<file path="config.mk">
export PLATFORM = sky130hd
export DESIGN_NAME = mem_stage
export DESIGN_NICKNAME = d
export VERILOG_FILES = /design/src/rtl/mem_pkg.sv /design/src/rtl/lsu_align.sv /design/src/rtl/mem_stage.sv
export SDC_FILE = /design/constraint.sdc
export NUM_CORES = 1
export LEC_CHECK = 0
export CAP_MARGIN = 20
export CORE_AREA = 2 2 150 152
export DETAILED_ROUTE_END_ITERATION = 8
export DIE_AREA = 0 0 152 154
export PLACE_DENSITY = 0.67
export SLEW_MARGIN = 20
export SYNTH_ARGS = -nofsm -noshare
export SYNTH_HDL_FRONTEND = slang
export SYNTH_HIERARCHICAL = 1
export SYNTH_SLANG_ARGS = --single-unit
</file>
<file path="constraint.sdc">
create_clock -name i_clk -period 5 [get_ports i_clk]
set_input_delay 1.25 -clock i_clk [delete_from_list [all_inputs] [get_ports i_clk]]
set_output_delay 1.25 -clock i_clk [all_outputs]
set_load 0.05 [all_outputs]
</file>
<file path="src/rtl/mem_pkg.sv">
// Shared definitions for the RV32I memory stage: funct3 encodings, writeback
// select encodings, access sizes and the handshake FSM state type.
package mem_pkg;

   localparam logic [2:0] F3_LB  = 3'b000;
   localparam logic [2:0] F3_LH  = 3'b001;
   localparam logic [2:0] F3_LW  = 3'b010;
   localparam logic [2:0] F3_LBU = 3'b100;
   localparam logic [2:0] F3_LHU = 3'b101;
   localparam logic [2:0] F3_SB  = 3'b000;
   localparam logic [2:0] F3_SH  = 3'b001;
   localparam logic [2:0] F3_SW  = 3'b010;

   localparam logic [1:0] WB_SEL_PC4  = 2'b00;
   localparam logic [1:0] WB_SEL_ALU  = 2'b01;
   localparam logic [1:0] WB_SEL_LOAD = 2'b10;

   localparam logic [1:0] SZ_BYTE = 2'b00;
   localparam logic [1:0] SZ_HALF = 2'b01;

   typedef enum logic [1:0] {
      ST_IDLE = 2'd0,
      ST_REQ  = 2'd1,
      ST_RESP = 2'd2
   } state_e;

   // The low two funct3 bits give the access size for both loads and stores.
   function automatic logic isAligned(input logic [2:0] funct3, input logic [1:0] off);
      case (funct3[1:0])
         SZ_BYTE: isAligned = 1'b1;
         SZ_HALF: isAligned = ~off[0];
         default: isAligned = (off == 2'b00);
      endcase
   endfunction

endpackage

</file>
<file path="src/rtl/lsu_align.sv">
// Combinational lane steering: store data replication and byte enables,
// misalignment detection, and load byte/halfword extraction with extension.
module lsu_align
   import mem_pkg::*;
(
   input  logic [1:0]  off_i,
   input  logic [2:0]  funct3_i,
   input  logic [31:0] storeData_i,
   input  logic [31:0] loadWord_i,
   output logic [31:0] wdata_o,
   output logic [3:0]  bmask_o,
   output logic        misalign_o,
   output logic [31:0] loadData_o
);

   logic [31:0] shiftedWord;

   always_comb begin
      wdata_o = storeData_i;
      bmask_o = 4'b1111;
      case (funct3_i)
         F3_SB: begin
            wdata_o = {4{storeData_i[7:0]}};
            bmask_o = 4'b0001 << off_i;
         end
         F3_SH: begin
            wdata_o = {2{storeData_i[15:0]}};
            bmask_o = 4'b0011 << off_i;
         end
         F3_SW: begin
            wdata_o = storeData_i;
            bmask_o = 4'b1111;
         end
         default: ;
      endcase
   end

   assign misalign_o  = ~isAligned(funct3_i, off_i);
   assign shiftedWord = loadWord_i >> {off_i, 3'b000};

   always_comb begin
      loadData_o = 32'h0;
      case (funct3_i)
         F3_LB:   loadData_o = {{24{shiftedWord[7]}}, shiftedWord[7:0]};
         F3_LH:   loadData_o = {{16{shiftedWord[15]}}, shiftedWord[15:0]};
         F3_LW:   loadData_o = shiftedWord;
         F3_LBU:  loadData_o = {24'h0, shiftedWord[7:0]};
         F3_LHU:  loadData_o = {16'h0, shiftedWord[15:0]};
         default: loadData_o = 32'h0;
      endcase
   end

endmodule

</file>
<file path="src/rtl/mem_stage.sv">
// RV32I memory stage: drives the data-memory req/ready/rvalid handshake,
// stalls upstream while an access is outstanding, and loads the MEM/WB register.
module mem_stage
   import mem_pkg::*;
#(
   parameter int WAIT_LIMIT = 255,
   parameter int CNT_W      = 8
) (
   input  logic        i_clk,
   input  logic        i_rst,
   input  logic [31:0] MEM_alu_data,
   input  logic [31:0] MEM_rs2_data,
   input  logic [31:0] MEM_pc,
   input  logic [31:0] MEM_inst,
   input  logic [4:0]  MEM_rd_addr,
   input  logic [2:0]  MEM_funct3,
   input  logic [1:0]  MEM_wb_sel,
   input  logic        MEM_rd_wren,
   input  logic        MEM_mem_wren,
   input  logic        MEM_mem_rden,
   input  logic        MEM_insn_vld,
   output logic        o_dmem_req,
   output logic        o_dmem_we,
   output logic [31:0] o_dmem_addr,
   output logic [31:0] o_dmem_wdata,
   output logic [3:0]  o_dmem_bmask,
   input  logic        i_dmem_ready,
   input  logic        i_dmem_rvalid,
   input  logic [31:0] i_dmem_rdata,
   output logic        o_mem_stall,
   output logic        o_misalign,
   output logic        o_dmem_err,
   output logic [31:0] WB_alu_data,
   output logic [31:0] WB_ld_data,
   output logic [31:0] WB_pc_four,
   output logic [31:0] WB_inst,
   output logic [4:0]  WB_rd_addr,
   output logic [1:0]  WB_wb_sel,
   output logic        WB_rd_wren,
   output logic        WB_insn_vld
);

   state_e            state_q, state_d;
   logic [CNT_W-1:0]  cnt_q, cnt_d;

   logic [31:0] wbAluData_q, wbLdData_q, wbPcFour_q, wbInst_q;
   logic [4:0]  wbRdAddr_q;
   logic [1:0]  wbWbSel_q;
   logic        wbRdWren_q, wbInsnVld_q;

   logic        access, misalign, timeout;
   logic        req, stall, misPulse, errPulse, loadDone;
   logic [31:0] loadData;

   lsu_align uAlign (
      .off_i       (MEM_alu_data[1:0]),
      .funct3_i    (MEM_funct3),
      .storeData_i (MEM_rs2_data),
      .loadWord_i  (i_dmem_rdata),
      .wdata_o     (o_dmem_wdata),
      .bmask_o     (o_dmem_bmask),
      .misalign_o  (misalign),
      .loadData_o  (loadData)
   );

   assign access  = MEM_insn_vld & (MEM_mem_rden | MEM_mem_wren);
   assign timeout = (state_q != ST_IDLE) && (cnt_q == CNT_W'(WAIT_LIMIT));

   // Store wins when both rden and wren are set, so wren alone decides direction.
   always_comb begin
      state_d  = state_q;
      req      = 1'b0;
      stall    = 1'b0;
      misPulse = 1'b0;
      errPulse = 1'b0;
      loadDone = 1'b0;
      case (state_q)
         ST_IDLE: begin
            if (access) begin
               if (misalign) begin
                  misPulse = 1'b1;
               end else begin
                  req = 1'b1;
                  if (i_dmem_ready) begin
                     if (!MEM_mem_wren) begin
                        state_d = ST_RESP;
                        stall   = 1'b1;
                     end
                  end else begin
                     state_d = ST_REQ;
                     stall   = 1'b1;
                  end
               end
            end
         end
         ST_REQ: begin
            if (timeout) begin
               errPulse = 1'b1;
               state_d  = ST_IDLE;
            end else begin
               req = 1'b1;
               if (i_dmem_ready) begin
                  if (MEM_mem_wren) begin
                     state_d = ST_IDLE;
                  end else begin
                     state_d = ST_RESP;
                     stall   = 1'b1;
                  end
               end else begin
                  stall = 1'b1;
               end
            end
         end
         ST_RESP: begin
            if (timeout) begin
               errPulse = 1'b1;
               state_d  = ST_IDLE;
            end else if (i_dmem_rvalid) begin
               loadDone = 1'b1;
               state_d  = ST_IDLE;
            end else begin
               stall = 1'b1;
            end
         end
         default: state_d = ST_IDLE;
      endcase
   end

   // Watchdog restarts on every state change so REQ and RESP each get a full budget.
   assign cnt_d = ((state_d != state_q) || (state_q == ST_IDLE)) ? '0 : cnt_q + CNT_W'(1);

   always_ff @(posedge i_clk) begin
      if (!i_rst) begin
         state_q <= ST_IDLE;
         cnt_q   <= '0;
      end else begin
         state_q <= state_d;
         cnt_q   <= cnt_d;
      end
   end

   always_ff @(posedge i_clk) begin
      if (!i_rst || stall) begin
         wbAluData_q <= 32'h0;
         wbLdData_q  <= 32'h0;
         wbPcFour_q  <= 32'h0;
         wbInst_q    <= 32'h0;
         wbRdAddr_q  <= 5'h0;
         wbWbSel_q   <= 2'h0;
         wbRdWren_q  <= 1'b0;
         wbInsnVld_q <= 1'b0;
      end else begin
         wbAluData_q <= MEM_alu_data;
         wbLdData_q  <= loadDone ? loadData : 32'h0;
         wbPcFour_q  <= MEM_pc + 32'd4;
         wbInst_q    <= MEM_inst;
         wbRdAddr_q  <= MEM_rd_addr;
         wbWbSel_q   <= MEM_wb_sel;
         wbRdWren_q  <= MEM_rd_wren && (MEM_rd_addr != 5'd0) && !misPulse && !errPulse;
         wbInsnVld_q <= MEM_insn_vld;
      end
   end

   assign o_dmem_req  = req & i_rst;
   assign o_dmem_we   = req & i_rst & MEM_mem_wren;
   assign o_dmem_addr = {MEM_alu_data[31:2], 2'b00};
   assign o_mem_stall = stall & i_rst;
   assign o_misalign  = misPulse & i_rst;
   assign o_dmem_err  = errPulse & i_rst;

   assign WB_alu_data = wbAluData_q;
   assign WB_ld_data  = wbLdData_q;
   assign WB_pc_four  = wbPcFour_q;
   assign WB_inst     = wbInst_q;
   assign WB_rd_addr  = wbRdAddr_q;
   assign WB_wb_sel   = wbWbSel_q;
   assign WB_rd_wren  = wbRdWren_q;
   assign WB_insn_vld = wbInsnVld_q;

endmodule

</file>
* Yosys cells after proc, flatten, opt, wreduce, memory -nomap -nowiden
Index checks and enable logic that the tools add are counted.
** Word-level totals
- Register bits after elaboration :: 147
- Output and inout port bits :: 210
- Logic and storage cells :: 86
** Operators by class
- Equality and inequality tests :: 9
- Muxes and demuxes :: 34
- Add/sub/neg operators :: 2
- Reductions and logical operators :: 18
- Shift-type cells :: 3
- Bitwise operators :: 10
** Operators by type and width (count)
- $pmux 32 s5 :: 1
- $pmux 32 s2 :: 1
- $add 32x3->32 const B :: 1
- $shr 32x5->32 :: 1
- $mux 1 :: 18
- $mux 2 :: 9
- $add 8x1->8 const B :: 1
- $eq 8x8->1 const B :: 1
- $pmux 4 s2 :: 1
- $and 1x1->1 :: 6
- $eq 3x3->1 const B :: 2
- $logic_not 2->1 :: 3
- $pmux 2 s3 :: 1
- $reduce_or 2->1 :: 3
- $reduce_bool 5->1 :: 1
- $eq 2x1->1 const B :: 2
- $logic_and 1x1->1 :: 4
- $pmux 1 s2 :: 2
- $shl 1x2->4 const A :: 1
- $shl 2x2->4 const A :: 1
- $eq 3x1->1 const B :: 1
- $eq 3x2->1 const B :: 1
- $logic_not 1->1 :: 3
- $logic_not 3->1 :: 1
- other kinds (7) :: 10

* Longest topological paths before layout
- Word-level depth :: 8
- Depth in mapped cells :: 11
- Mapped depth without buffers :: 6

* Hierarchy
Netlist, hierarchy kept.
** By module, submodules not included
- mem_stage :: area each 5233.8 µm², times used 1, cells each 514
- lsu_align :: area each 1300.0 µm², times used 1, cells each 179

* Worst setup path after synthesis
Ideal clock, no wire load.
- Path type :: input to output
- Start point :: input port MEM_alu_data[0]
- End point :: output port o_dmem_req
- Buffers on the path :: 3
- Cell stages on the path :: 9
- Setup slack :: 868 ps
- Arrival :: 2882 ps
- Cell sequence :: buf_6 > buf_4 > buf_2 > a21oi_1 > nor2_1 > nand3b_1 > nor2_1 > nor2_1 > nor2_1
** Between the ends
- Cells in the longest elaborated chain, start to end :: 6
** RTL lines
- start: declaration :: line mem_stage.sv:11 : input logic [31:0] MEM_alu_data,
- $logic_not 2->1 / $not 1->1 (equally long branches) :: line mem_pkg.sv:32, mem_pkg.sv:31
- $pmux 1 s2 * :: line mem_pkg.sv:29 : case (funct3[1:0])
- $mux 1 * :: line mem_stage.sv:80 : if (misalign) begin
- $mux 1 * :: line mem_stage.sv:79 : if (access) begin
- $pmux 1 s2 * :: line mem_stage.sv:77 : case (state_q)
- $and 1x1->1 * :: line mem_stage.sv:164 : assign o_dmem_req = req & i_rst;
- end: declaration :: line mem_stage.sv:22 : output logic o_dmem_req,
Mark *: on every way between the ends. The rest lies on a longest branch, timed or not.

* Worst setup path in the final report
- Start point :: input port MEM_funct3[2]
- End point :: output port o_dmem_wdata[21]
** Between the ends
- Cells in the longest elaborated chain, start to end :: 2
** RTL lines
- start: declaration :: line mem_stage.sv:16 : input logic [2:0] MEM_funct3,
- $eq 3x1->1 / $logic_not 3->1 (equally long branches) :: line lsu_align.sv:21 : case (funct3_i)
- $pmux 32 s2 * :: line lsu_align.sv:21
- end: declaration :: line mem_stage.sv:25 : output logic [31:0] o_dmem_wdata,
Marked as above.

==> impl_metrics.py <==
metrics = {
    "synthesis": {
        "synth_cell_type_count": 62,
        "yosys.area_share.simple": 0.246,
        "ys_seq_elements": 147,
        "synth_area_mm2": 0.00653,
        "synth_compound_area_frac": 0.115,
        "synthMuxAreaShare": 0.0712,
        "synthFlopType": "dfxtp_1",
        "synth_top_family_by_area": "simple AND/OR/NAND/NOR gates",
        "yosysWarnings": 6,
        "syn_area_per_cell_um2": 9.43,
        "synth-xor-area-share": 0.0241,
        "synthArstFlopShare": 0,
        "synth-seq-area-share": 0.450,
        "synth_edf_count": 0,
        "synthAdderAreaFrac": 0.0115,
        "synthCells": 693,
    },
    "floorplan": {
        "start_util": 0.301,
        "die_h_um": 154,
        "core_area_mm2": 0.0217,
        "io_pins": 388,
        "dieArea_mm2": 0.0234,
        "die_w_um": 152,
        "rows": 54,
    },
    "clock_tree": {
        "clk_pin_slew_worst_paths_ns": 0.05,
        "h-tree-depth": 4,
        "cts_repair_resize_count": 0,
        "cts-hold-fix-buffers": 0,
        "clockBufferDepth": 2,
        "clock_sinks": 147,
        "cts_tree": "done",
        "post_cts_buffers": 0,
        "worstSkewPairLatency_ns": 0.41,
        "clockRootBuffer": "clkbuf_16",
        "cts_inserted_buffers": 17,
    },
    "sta": {
        "finalWorstSetupSlack_ns": 0.384,
        "tightest_slew_ns": 0.959,
        "fin_setup_tns_ns": 0,
        "timing.final.crit_share": 0.923,
        "final.setup_skew_ns": 0.0134,
        "setup_viol": 0,
        "hold_viol": 0,
        "relSlewSlack": 0.355,
        "timing.fmax_ghz": 0.217,
        "rsz0062_at_grt": "no",
        "timing.hold.ws_ns": 0.479,
        "drv_slew": 0,
        "min_period_ns": 4.62,
    },
    "route": {
        "drt-vias-per-instance": 4.76,
        "wl_per_cell_um": 17.6,
        "drt_iter0_drc": 415,
        "drc": 0,
        "ant_nets": 0,
        "vias": 6286,
        "wirelength_um": 23200,
        "first_pass_iters": 5,
    },
    "run": {
        "drv_cap": 0,
    },
    "worst_setup_path": {
        "critPathRequiredTime_ns": 3.75,
        "r2r_end": "WB_ld_data[25]",
        "ff2ff_setup_slack_ns": 2.31,
        "setup.worst_path.class": "input port to output pin",
        "worstPathMaxFanout": 26,
        "cp-start-kind": "input port",
        "rr_worst_depth": 7,
        "cp.arrival_ns": 3.37,
        "rr_startpoint": "state_q[0]",
        "cp-end-kind": "output pin",
    },
    "cells_and_area": {
        "fin_area_mm2": 0.0109,
        "final_common_cell": "clkdlybuf4s50_1",
        "area_growth_pct": 67.3,
        "layout-drive-gt1-share": 0.0922,
        "layout_common_cells": "clkdlybuf4s50_1 (360), dfxtp_1 (147), and2_1 (77)",
        "final-seq-area_mm2": 0.00294,
        "multi_input_area_mm2": 0.00308,
        "final_nets": 1212,
        "num-fill-cells": 2008,
        "diodes": 0,
    },
    "power_and_ir_drop": {
        "leakage_uw": 0.00432,
        "power_density_mw_per_mm2": 318,
        "irDropWorstVdd_v": 0.000175,
    },
    "placed_design": {
        "placed_cell_area_mm2": 0.0103,
        "place_hpwl_um": 18400,
        "gp_congestion": 0.864,
        "port_buffers": 385,
        "preCtsSetupSlack_ns": 0.398,
    },
    "worst_hold_path": {
        "hp-class": "flop to flop",
        "holdPathEnd": "cnt_q[0]",
        "min_from": "cnt_q[0]",
        "whs_path_depth": 1,
    },
    "outcome": {
        "status": "finished clean",
    },
    "global_route": {
        "grt_pass1_vias": 5977,
        "overflow": 0,
        "track_usage": 0.189,
        "grt_start_max_net_pins": 76,
        "antenna_found_initial": 0,
        "grt_first_pass_wirelength_um": 34600,
    },
}
power breakdown:
part	internal (uW)	total (uW)	leakage (uW)	switching, uW
clock	773	1300	0.000287	523
combinational	366	931	0.00282	565
sequential	1230	1250	0.00121	17.1
total	2370	3480	0.00432	1110
sequential cells by signal (all words and copies together), names as in the netlist:
register / flops
WB_alu_data: 32
WB_inst: 32
WB_ld_data: 32
WB_pc_four: 32
cnt_q: 8
WB_rd_addr: 5
WB_wb_sel: 2
state_q: 2
WB_insn_vld: 1
WB_rd_wren: 1
synth_stat cells (5+ instances only):
| cell | n | share of area |
|---|---|---|
| and3_1 | 36 | 0.034 |
| dfxtp_1 | 147 | 0.45 |
| mux2_2 | 17 | 0.029 |
| nor3_1 | 12 | 0.0092 |
| o31ai_1 | 9 | 0.010 |
| xnor2_1 | 9 | 0.012 |
| ha_1 | 6 | 0.011 |
| nand4_1 | 9 | 0.0086 |
| o2bb2ai_1 | 6 | 0.0080 |
| inv_1 | 9 | 0.0052 |
| xor2_1 | 9 | 0.012 |
| and4_1 | 6 | 0.0080 |
| buf_6 | 5 | 0.0086 |
| nand2_1 | 27 | 0.016 |
| buf_2 | 10 | 0.0077 |
| o21ai_0 | 31 | 0.024 |
| a211oi_1 | 14 | 0.016 |
| or3_1 | 7 | 0.0067 |
| or4_1 | 13 | 0.015 |
| nand3_1 | 13 | 0.010 |
| a21oi_1 | 28 | 0.021 |
| mux2i_1 | 26 | 0.040 |
| and2_1 | 77 | 0.074 |
| nand2b_1 | 5 | 0.0048 |
| nor2b_1 | 13 | 0.012 |
| clkbuf_1 | 21 | 0.012 |
| buf_4 | 41 | 0.047 |
| nor2_1 | 40 | 0.023 |
| a21o_1 | 7 | 0.0080 |
stage by stage:
stage / std cells / utilization / total power, uW
floorplan: 694 / - / 1830
global placement: 1289 / 0.476 / 2210
detailed placement: 1289 / 0.476 / 2210
CTS: 1321 / 0.504 / 3520
global route: 1321 / 0.504 / 3620
finish: 1321 / 0.504 / 3480
layer usage:
metal  global-route usage  wire length, um  vias up  share of wire
li1                     -                -     3064              -
met1                0.210             9080     2881           0.39
met2                0.336            11700      317           0.50
met3               0.0688             2000       24          0.086
met4               0.0614              450        0          0.019
met5                    0                0        -              0
worst max path at each step:
stage / from / endpoint / slack [ns] / cells after the start
floorplan: MEM_alu_data[0] / o_dmem_req / 0.87 / 9
global placement: MEM_funct3[2] / o_dmem_wdata[23] / 0.43 / 5
detailed placement: MEM_funct3[2] / o_dmem_wdata[21] / 0.40 / 5
CTS: MEM_funct3[2] / o_dmem_wdata[21] / 0.40 / 5
global route: MEM_funct3[2] / o_dmem_wdata[22] / 0.32 / 5
finish: MEM_funct3[2] / o_dmem_wdata[21] / 0.38 / 5
area by class of cell:
| type | instances | area share |
|---|---|---|
| flip-flops and latches | 147 | 0.269 |
| multi-input cells | 460 | 0.281 |
| clock inverters | 12 | 0.0133 |
| well taps | 280 | 0.0321 |
| inverters | 9 | 0.00309 |
| clock buffers | 20 | 0.0418 |
| repair buffers | 393 | 0.359 |
cells by family after synthesis:
family | Yosys count
simple gates | 275
flops | 147
compound gates | 115
buf+inv | 87
mux | 44
xor+xnor | 18
fa+ha+maj | 6
other cells | 1
worst max-delay path: stages:
cell,delay [ns]
clkdlybuf4s50_1,0.56
nor2_2,0.30
buf_12,0.21
mux2_2,0.34
clkdlybuf4s50_1,0.70
(Power assumes the default switching activity.)
